$ cat src/rtl/ecc_secded_encode_pipe_pkg.sv
// ecc_pkg: shared SECDED code helpers, frame offsets and injection modes.
package ecc_pkg;

    typedef enum logic [1:0] {
        INJ_NONE   = 2'd0,
        INJ_SINGLE = 2'd1,
        INJ_DOUBLE = 2'd2
    } inj_mode_e;

    localparam int ECC_HAM_OFS = 0;
    localparam int ECC_FLAG_FROM_TOP = 1;

    function automatic int ecc_parity_count(input int data_w);
        int p = 1;
        for (int i = 0; i < 8; i++) if ((1 << p) < data_w + p + 1) p++;
        return p;
    endfunction

    // Data bits take the non-power-of-2 codeword positions from 3 upward.
    function automatic logic [7:0] ecc_hamming_gen(input logic [63:0] data, input int data_w);
        logic [7:0] h;
        int d;
        h = '0;
        d = 0;
        for (int p = 3; p < 128; p++) begin
            if ((p & (p - 1)) != 0 && d < data_w) begin
                for (int k = 0; k < 8; k++) if (p[k] && data[d]) h[k] = ~h[k];
                d++;
            end
        end
        return h;
    endfunction

endpackage

$ cat src/rtl/ecc_secded_encode_pipe_stage.sv
// ecc_pipe_stage: single valid/ready register slice.
module ecc_pipe_stage #(
    parameter int W = 8
) (
    input  logic         i_aclk,
    input  logic         i_aresetn,
    input  logic         up_valid,
    output logic         up_ready,
    input  logic [W-1:0] up_data,
    output logic         dn_valid,
    input  logic         dn_ready,
    output logic [W-1:0] dn_data
);

    assign up_ready = !dn_valid || dn_ready;

    always_ff @(posedge i_aclk) begin
        if (!i_aresetn) begin
            dn_valid <= 1'b0;
            dn_data  <= '0;
        end else if (up_ready) begin
            dn_valid <= up_valid;
            if (up_valid) dn_data <= up_data;
        end
    end

endmodule

$ cat src/rtl/ecc_secded_encode_pipe.sv
// ecc_secded_encode_pipe: 2-stage SECDED encoder with bypass and error injection.
module ecc_secded_encode_pipe import ecc_pkg::*; #(
    parameter int DATA_W = 32,
    parameter int ECC_W = 8,
    parameter int CNT_W = 16,
    localparam int P = ecc_parity_count(DATA_W),
    localparam int CW = DATA_W + P + 1,
    localparam int PW = $clog2(CW),
    localparam int FW = DATA_W + ECC_W
) (
    input  logic              i_aclk,
    input  logic              i_aresetn,
    input  logic              i_enable_ecc,
    input  logic              i_wvalid,
    output logic              o_wready,
    input  logic [DATA_W-1:0] i_wdata,
    output logic              o_wvalid,
    input  logic              i_wready,
    output logic [FW-1:0]     o_wdata,
    input  logic              i_inj_req,
    input  logic [1:0]        i_inj_mode,
    input  logic [PW-1:0]     i_inj_pos,
    output logic              o_inj_armed,
    output logic [CNT_W-1:0]  o_beat_cnt
);

    localparam int S1W = DATA_W + P + 1 + CW;

    logic              inj_armed;
    inj_mode_e         inj_mode_q;
    logic [PW-1:0]     inj_pos_q;
    logic [CNT_W-1:0]  beat_cnt;
    logic              accept;
    logic              inject;
    int                pos_a;
    int                pos_b;
    logic [CW-1:0]     mask_in;
    logic              s1_valid;
    logic              s1_ready;
    logic [S1W-1:0]    s1_data;
    logic [DATA_W-1:0] s1_d;
    logic [P-1:0]      s1_h;
    logic              s1_enc;
    logic [CW-1:0]     s1_m;
    logic [FW-1:0]     frame;

    always_comb begin
        accept  = i_wvalid && o_wready;
        inject  = inj_armed && i_enable_ecc;
        pos_a   = int'(inj_pos_q) % CW;
        pos_b   = (pos_a + 1) % CW;
        mask_in = inject ? ((CW'(1) << pos_a) | (inj_mode_q == INJ_DOUBLE ? CW'(1) << pos_b : '0)) : '0;
    end

    ecc_pipe_stage #(.W(S1W)) u_s1 (
        .i_aclk    (i_aclk),
        .i_aresetn (i_aresetn),
        .up_valid  (i_wvalid),
        .up_ready  (o_wready),
        .up_data   ({i_wdata, P'(ecc_hamming_gen(64'(i_wdata), DATA_W)), i_enable_ecc, mask_in}),
        .dn_valid  (s1_valid),
        .dn_ready  (s1_ready),
        .dn_data   (s1_data)
    );

    assign {s1_d, s1_h, s1_enc, s1_m} = s1_data;

    // Flips land after overall parity so the decoder sees a genuine codeword error.
    always_comb begin
        frame = FW'(s1_d);
        frame[DATA_W + ECC_HAM_OFS +: P] = s1_enc ? s1_h : '0;
        frame[DATA_W + ECC_HAM_OFS + P] = s1_enc && (^s1_d ^ ^s1_h);
        frame[FW - ECC_FLAG_FROM_TOP] = s1_enc;
        frame = frame ^ FW'(s1_m);
    end

    ecc_pipe_stage #(.W(FW)) u_s2 (
        .i_aclk    (i_aclk),
        .i_aresetn (i_aresetn),
        .up_valid  (s1_valid),
        .up_ready  (s1_ready),
        .up_data   (frame),
        .dn_valid  (o_wvalid),
        .dn_ready  (i_wready),
        .dn_data   (o_wdata)
    );

    always_ff @(posedge i_aclk) begin
        if (!i_aresetn) begin
            inj_armed  <= 1'b0;
            inj_mode_q <= INJ_NONE;
            inj_pos_q  <= '0;
            beat_cnt   <= '0;
        end else begin
            if (i_inj_req && (i_inj_mode == INJ_SINGLE || i_inj_mode == INJ_DOUBLE)) begin
                inj_armed  <= 1'b1;
                inj_mode_q <= inj_mode_e'(i_inj_mode);
                inj_pos_q  <= i_inj_pos;
            end else if (accept && inject) begin
                inj_armed <= 1'b0;
            end
            if (o_wvalid && i_wready) beat_cnt <= beat_cnt + CNT_W'(1);
        end
    end

    assign o_inj_armed = inj_armed;
    assign o_beat_cnt  = beat_cnt;

endmodule

$ cat config.mk
export PLATFORM = sky130hd
export DESIGN_NAME = ecc_secded_encode_pipe
export DESIGN_NICKNAME = d
export VERILOG_FILES = /design/src/rtl/ecc_secded_encode_pipe_pkg.sv /design/src/rtl/ecc_secded_encode_pipe_stage.sv /design/src/rtl/ecc_secded_encode_pipe.sv
export SDC_FILE = /design/constraint.sdc
export NUM_CORES = 1
export LEC_CHECK = 0
export ABC_AREA = 1
export BUFFER_PORTS_ARGS = -buffer_cell sky130_fd_sc_hd__buf_2
export CORE_MARGIN = 3
export CORE_UTILIZATION = 40
export DETAILED_ROUTE_END_ITERATION = 6
export PLACE_DENSITY_LB_ADDON = 0.12
export RECOVER_POWER = 25
export SLEW_MARGIN = 15
export SYNTH_ARGS = -nofsm -noshare
export SYNTH_HDL_FRONTEND = slang
export SYNTH_SLANG_ARGS = --single-unit
$ cat constraint.sdc
create_clock -name i_aclk -period 7.25 [get_ports i_aclk]
set_input_delay 0.725 -clock i_aclk [delete_from_list [all_inputs] [get_ports i_aclk]]
set_output_delay 0.725 -clock i_aclk [all_outputs]
set_load 0.1 [all_outputs]
* Yosys cells after proc, flatten, opt, wreduce, memory -nomap -nowiden
Index checks and enable logic that the tools add are counted.
** Word-level totals
- Flip-flop bits (word level) :: 145
- Input port bits :: 46
- Output and inout port bits :: 59
- Word-level logic and storage cells :: 213
** Operators by class
- $add $sub $neg :: 2
- Div/mod/pow operators :: 2
- Equal/unequal tests :: 3
- Shifts and indexed selects :: 2
- Muxes and demuxes :: 94
- Bitwise operators :: 86
- Reductions and logical operators :: 16
** Operator list (count)
- $mux W1 :: 91
- $not A1 Y1 :: 83
- $mux W39 :: 2
- $shl A1 B32 Y39 const A :: 2
- $xor A40 B39 Y40 :: 1
- $or A39 B39 Y39 :: 1
- $add A32 B2 Y32 const B :: 1
- $mod A32 B7 Y32 const B :: 1
- $mod A7 B7 Y32 const B :: 1
- $reduce_xor A32 Y1 :: 1
- $add A16 B1 Y16 const B :: 1
- $logic_and A1 B1 Y1 :: 6
- $mux W6 :: 1
- $reduce_xor A6 Y1 :: 1
- $eq A2 B2 Y1 const B :: 2
- $reduce_and A2 Y1 :: 2
- $logic_or A1 B1 Y1 :: 3
- $eq A2 B1 Y1 const B :: 1
- $logic_not A1 Y1 :: 2
- $reduce_bool A2 Y1 :: 1
- $xor A1 B1 Y1 :: 1

* Logic depth before layout (Yosys ltp)
- Depth in word-level cells :: 35
- Mapped depth :: 33
- Mapped depth without buffers :: 32

* Modules after synthesis
Synthesis repeated with hierarchy kept, for this count alone.
** Second synthesis, totals
- Cell total of the unflattened synthesis :: 1461
- Area total of the unflattened synthesis :: 9905.8 um^2
** Modules (own cells, without submodules)
- ecc_secded_encode_pipe :: instances 1, cells an instance 679, area each 4463.0 um^2, seq. area each 500.5 um^2
- ecc_pipe_stage (u_s1) :: instances 1, cells an instance 516, area each 3533.4 um^2, seq. area each 1581.5 um^2
- ecc_pipe_stage (u_s2) :: instances 1, cells an instance 266, area each 1909.3 um^2, seq. area each 820.8 um^2

* Least setup slack after synthesis
No wires, ideal clock.
- Path kind :: register to register
- From :: register inj_pos_q[0]
- To :: register u_s1.dn_data[18]
- Arrival time :: 3.923 ns
- Data required time :: 7.179 ns
- Setup slack :: 3.256 ns
- Cell stages (with the launch flop) :: 29
- Path buffers :: 0
- Cell sequence :: dfxtp_1 -> ha_1 -> nand2_2 -> nand2_4 -> nand2_8 -> nand2_2 -> nand2_2 -> ha_1 -> inv_1 -> nand4_1 -> nand2_1 -> inv_1 -> nand3_1 -> and2_1 -> ha_1 -> nand3_2 -> nand3_4 -> nand2_4 -> nand2_1 -> nand2_1 -> ha_1 -> inv_1 -> o21ai_0 -> inv_1 -> nor2_2 -> nand4_1 -> nand2_1 -> nand2_1 -> a21oi_2
** Between the ends
- Cells in the longest elaborated chain, start to end :: 7
- Elaborated cells between the ends (all ways) :: 8
- Those cells by class :: add/sub: 1; div: 2; shift: 2; mux: 2; bitwise: 1
** RTL lines
- start: declaration :: RTL line ecc_secded_encode_pipe.sv:31 : logic [PW-1:0] inj_pos_q;
- start signal: assignment :: RTL line ecc_secded_encode_pipe.sv:98 : inj_pos_q <= i_inj_pos;
- $mod A7 B7 Y32 (*) :: RTL line ecc_secded_encode_pipe.sv:50 : pos_a = int'(inj_pos_q) % CW;
- $add A32 B2 Y32 :: RTL line ecc_secded_encode_pipe.sv:51 : pos_b = (pos_a + 1) % CW;
- $mod A32 B7 Y32 :: RTL line ecc_secded_encode_pipe.sv:51
- $shl A1 B32 Y39 :: RTL line ecc_secded_encode_pipe.sv:52 : mask_in = inject ? ((CW'(1) << pos_a) | (inj_mode_q == INJ_DOUBLE ? CW'(1) << pos_b : '0)) : '0;
- $mux W39 :: RTL line ecc_secded_encode_pipe.sv:52
- $or A39 B39 Y39 (*) :: RTL line ecc_secded_encode_pipe.sv:52
- $mux W39 (*) :: RTL line ecc_secded_encode_pipe.sv:52
- end signal: assignment :: RTL line ecc_secded_encode_pipe_stage.sv:23 : if (up_valid) dn_data <= up_data;
- end: declaration :: RTL line ecc_secded_encode_pipe_stage.sv:12 : output logic [W-1:0] dn_data
Every way passes the cells marked *; elsewhere a longest branch is shown, timed or not.
A chain may end at the register's enable or synchronous reset.

* Worst setup path in the final report
- From :: register inj_pos_q[0]
- To :: register u_s1.dn_data[28]
The elaborated chain is that of the path after synthesis.

==> results.sh <==
export IMPL_powerDensity_nw_per_um2=256
export IMPL_drt_iter0_markers=389
export IMPL_fillers=2114
export IMPL_portBuffers=104
export IMPL_netlist_area_um2=8420
export IMPL_setup_viol=0
export IMPL_tightest_slew_ns=3.46
export IMPL_reg2reg_to="u_s1.dn_data[28]$_SDFFE_PN0P_"
export IMPL_drt_vias_per_instance=4.97
export IMPL_cp_start_kind="flop"
export IMPL_stdcell_count=1505
export IMPL_synthCells=1152
export IMPL_slew_headroom_pct=-131
export IMPL_routed_wl_um=22700
export IMPL_hold_end="inj_mode_q[1]$_SDFFE_PN0P_"
export IMPL_grt_antenna_before_repair=0
export IMPL_track_usage_pct=20.1
export IMPL_start_util_pct=41.2
export IMPL_hp_class="flop to flop"
export IMPL_synth_top_cell_by_area="dfxtp_1"
export IMPL_critPathTopFamily="simple AND/OR/NAND/NOR gates"
export IMPL_slowest_delay_ns=0.50
export IMPL_critPathBufInv=4
export IMPL_skew_ns=0.0126
export IMPL_grt_pass1_wl_um=36200
export IMPL_synth_seq_area_share_pct=34.5
export IMPL_final_period_utilization_pct=68.2
export IMPL_final_util_pct=47.3
export IMPL_synth_avg_cell_area_um2=7.31
export IMPL_clock_root_buffer="clkbuf_16"
export IMPL_drv_cap=3
export IMPL_required_ns=7.46
export IMPL_ys_flop_type="dfxtp_1"
export IMPL_reg2regPathDepth=28
export IMPL_worstSkewPairLatency_ns=0.43
export IMPL_rsz0062_at_grt="false"
export IMPL_clk_pin_slew_ns=0.06
export IMPL_r2r_start="inj_pos_q[0]$_SDFFE_PN0P_"
export IMPL_dr_pass1_iters=6
export IMPL_p_leak_nw=4.02
export IMPL_slowest_stage="clkinv_1"
export IMPL_post_cts_resized=0
export IMPL_synth_seq_cells=145
export IMPL_drc_errors=0
export IMPL_die_area_um2=22800
export IMPL_synth_edf_count=0
export IMPL_clk_path_buf_depth=2
export IMPL_grt_pass1_vias=6771
export IMPL_grt_start_max_net_pins=95
export IMPL_vias=7473
export IMPL_io_pins=105
export IMPL_r2r_slack_ns=2.31
export IMPL_gp_congestion=0.897
export IMPL_synth_top_area_share_pct=34.5
export IMPL_synthToLayoutAreaGrowth_pct=14.8
export IMPL_overflow=0
export IMPL_ys_warn_count=0
export IMPL_fin_ws_ns=2.31
export IMPL_hold_start="inj_mode_q[1]$_SDFFE_PN0P_"
export IMPL_synth_most_common_cell="nand2_1"
export IMPL_wl_per_cell_um=15.1
export IMPL_maxSlewViolCount=212
export IMPL_crit_type="flop to flop"
export IMPL_cts_buffers_inserted=17
export IMPL_synth_commonest_cells="243 x nand2_1, 145 x dfxtp_1, 105 x xnor2_1"
export IMPL_setup_tns_ns=0
export IMPL_worstHoldPathCells=2
export IMPL_place_inst=1473
export IMPL_post_cts_buffers=0
export IMPL_cts_hold_buf=0
export IMPL_multi_input_area_um2=4990
export IMPL_synthDistinctLibCells=44
export IMPL_dp_slack_ns=2.39
export IMPL_max_freq_mhz=202
export IMPL_min_period_ns=4.94
export IMPL_coreArea_um2=20400
export IMPL_die_width_um=151
export IMPL_worstSetupPathDepth=28
export IMPL_drive_above_1_share_pct=17.7
export IMPL_synthesis_nets=1206
export IMPL_violations="max-capacitance violations, max-slew violations"
export IMPL_vdd_ir_drop_max_v=0.000122
export IMPL_postSynth_asyncResetShare_pct=0
export IMPL_outcome="finished, violations left"
export IMPL_hold_viol=0
export IMPL_cp_max_fo=21
export IMPL_synth_area_leaders="dfxtp_1 34%, xnor2_1 11%, nand2_1 11%"
export IMPL_postRouteAntennaNets=0
export IMPL_worstSetupEndpointType="flop"
export IMPL_hold_slack_ns=0.459
export IMPL_dp_hpwl_um=16600
export IMPL_arrival_ns=5.16
export IMPL_diodes=0
export IMPL_rows=52
export IMPL_fin_nets=1276
export IMPL_htreeDepth=4
export IMPL_cts_sinks=145
export IMPL_regArea_um2=2900
export IMPL_cts_tree="done"
export IMPL_die_height_um=151
## how the worst max path moves through the flow
stage | startpoint | endpoint | slack, ns
final | inj_pos_q[0]$_SDFFE_PN0P_ | u_s1.dn_data[28]$_SDFFE_PN0P_ | 2.31
after global routing | inj_pos_q[0]$_SDFFE_PN0P_ | u_s1.dn_data[28]$_SDFFE_PN0P_ | 1.79
after CTS | inj_pos_q[0]$_SDFFE_PN0P_ | u_s1.dn_data[31]$_SDFFE_PN0P_ | 2.37
after detailed placement | inj_pos_q[0]$_SDFFE_PN0P_ | u_s1.dn_data[31]$_SDFFE_PN0P_ | 2.39
after global placement | inj_pos_q[0]$_SDFFE_PN0P_ | u_s1.dn_data[31]$_SDFFE_PN0P_ | 2.43
after floorplan | inj_pos_q[0]$_SDFFE_PN0P_ | u_s1.dn_data[18]$_SDFFE_PN0P_ | 3.26
## per-layer routing
layer | up-vias | share of wire (%) | routed length, µm | GRT usage (%)
li1 | 3922 | - | - | -
met3 | 17 | 4.7 | 1070 | 4.01
met4 | 0 | 1.3 | 292 | 4.85
met2 | 160 | 45 | 10100 | 31.4
met5 | - | 0 | 0 | 0
met1 | 3374 | 49 | 11200 | 28.4
## worst reg2reg max path, delay by kind of cell (launching register included)
kind,cells,cell delay [ns]
AND/OR/NAND/NOR,18,2.16
adder cells (fa/ha/maj),4,1.01
buffers and inverters,4,0.88
flip-flops,1,0.49
XOR/XNOR,1,0.13
AO/OA/AOI/OAI,1,0.06
## registers in the layout (all words and copies together) (netlist names)
name,flops
inj_mode_q,2
inj_pos_q,6
o_beat_cnt,16
o_inj_armed,1
u_s1.dn_data,78
u_s1.dn_valid,1
u_s2.dn_data,40
u_s2.dn_valid,1
## metrics by stage
step / power [mW] / cell area [µm²]
6_report: 2.47 / 9670
5_1_grt: 2.60 / 9670
4_1_cts: 2.50 / 9680
3_5_place_dp: 1.57 / 9070
3_3_place_gp: 1.57 / 9070
2_1_floorplan: 1.42 / 8420
## where the power goes
part           internal (mW)  switching, mW  total, mW
Clock                  0.525          0.394      0.919
Combinational          0.205          0.472      0.677
Sequential             0.837         0.0386      0.876
Total                   1.57          0.904       2.47
## cell usage in the layout, fill, tap and decap left out, types with 4 or more instances in the layout
master | Yosys | final
a21oi_1 | 96 | 96
a21oi_2 | 21 | 21
buf_2 | 5 | 103
clkbuf_16 | 0 | 17
dfxtp_1 | 145 | 145
ha_1 | 8 | 8
inv_1 | 64 | 65
inv_2 | 7 | 7
inv_6 | 0 | 5
inv_8 | 0 | 4
nand2_1 | 243 | 242
nand2_2 | 19 | 20
nand3_1 | 34 | 34
nand3_2 | 4 | 4
nand4_1 | 55 | 55
nor2_1 | 88 | 87
nor2_2 | 6 | 6
nor2_4 | 6 | 7
nor3_1 | 14 | 14
nor4_1 | 5 | 5
o21ai_0 | 92 | 92
o21ai_1 | 4 | 4
xnor2_1 | 105 | 105
xor2_1 | 48 | 48
## cell type report
type,instances,share of cell area (%)
multi-input cells,874,51.6
flip-flops and latches,145,30.0
repair buffers,109,5.68
clock buffers,17,4.40
well taps,270,3.49
inverters,75,2.91
clock inverters,15,1.94
## cells by family after synthesis
group,Yosys count,synth area share (%)
buffers and inverters,133,6.45
flip-flops,145,34.5
XOR/XNOR,154,16.1
AND/OR/NAND/NOR,489,27.2
AO/OA/AOI/OAI,223,14.6
adder cells (fa/ha/maj),8,1.19
(Power assumes the default switching activity.)
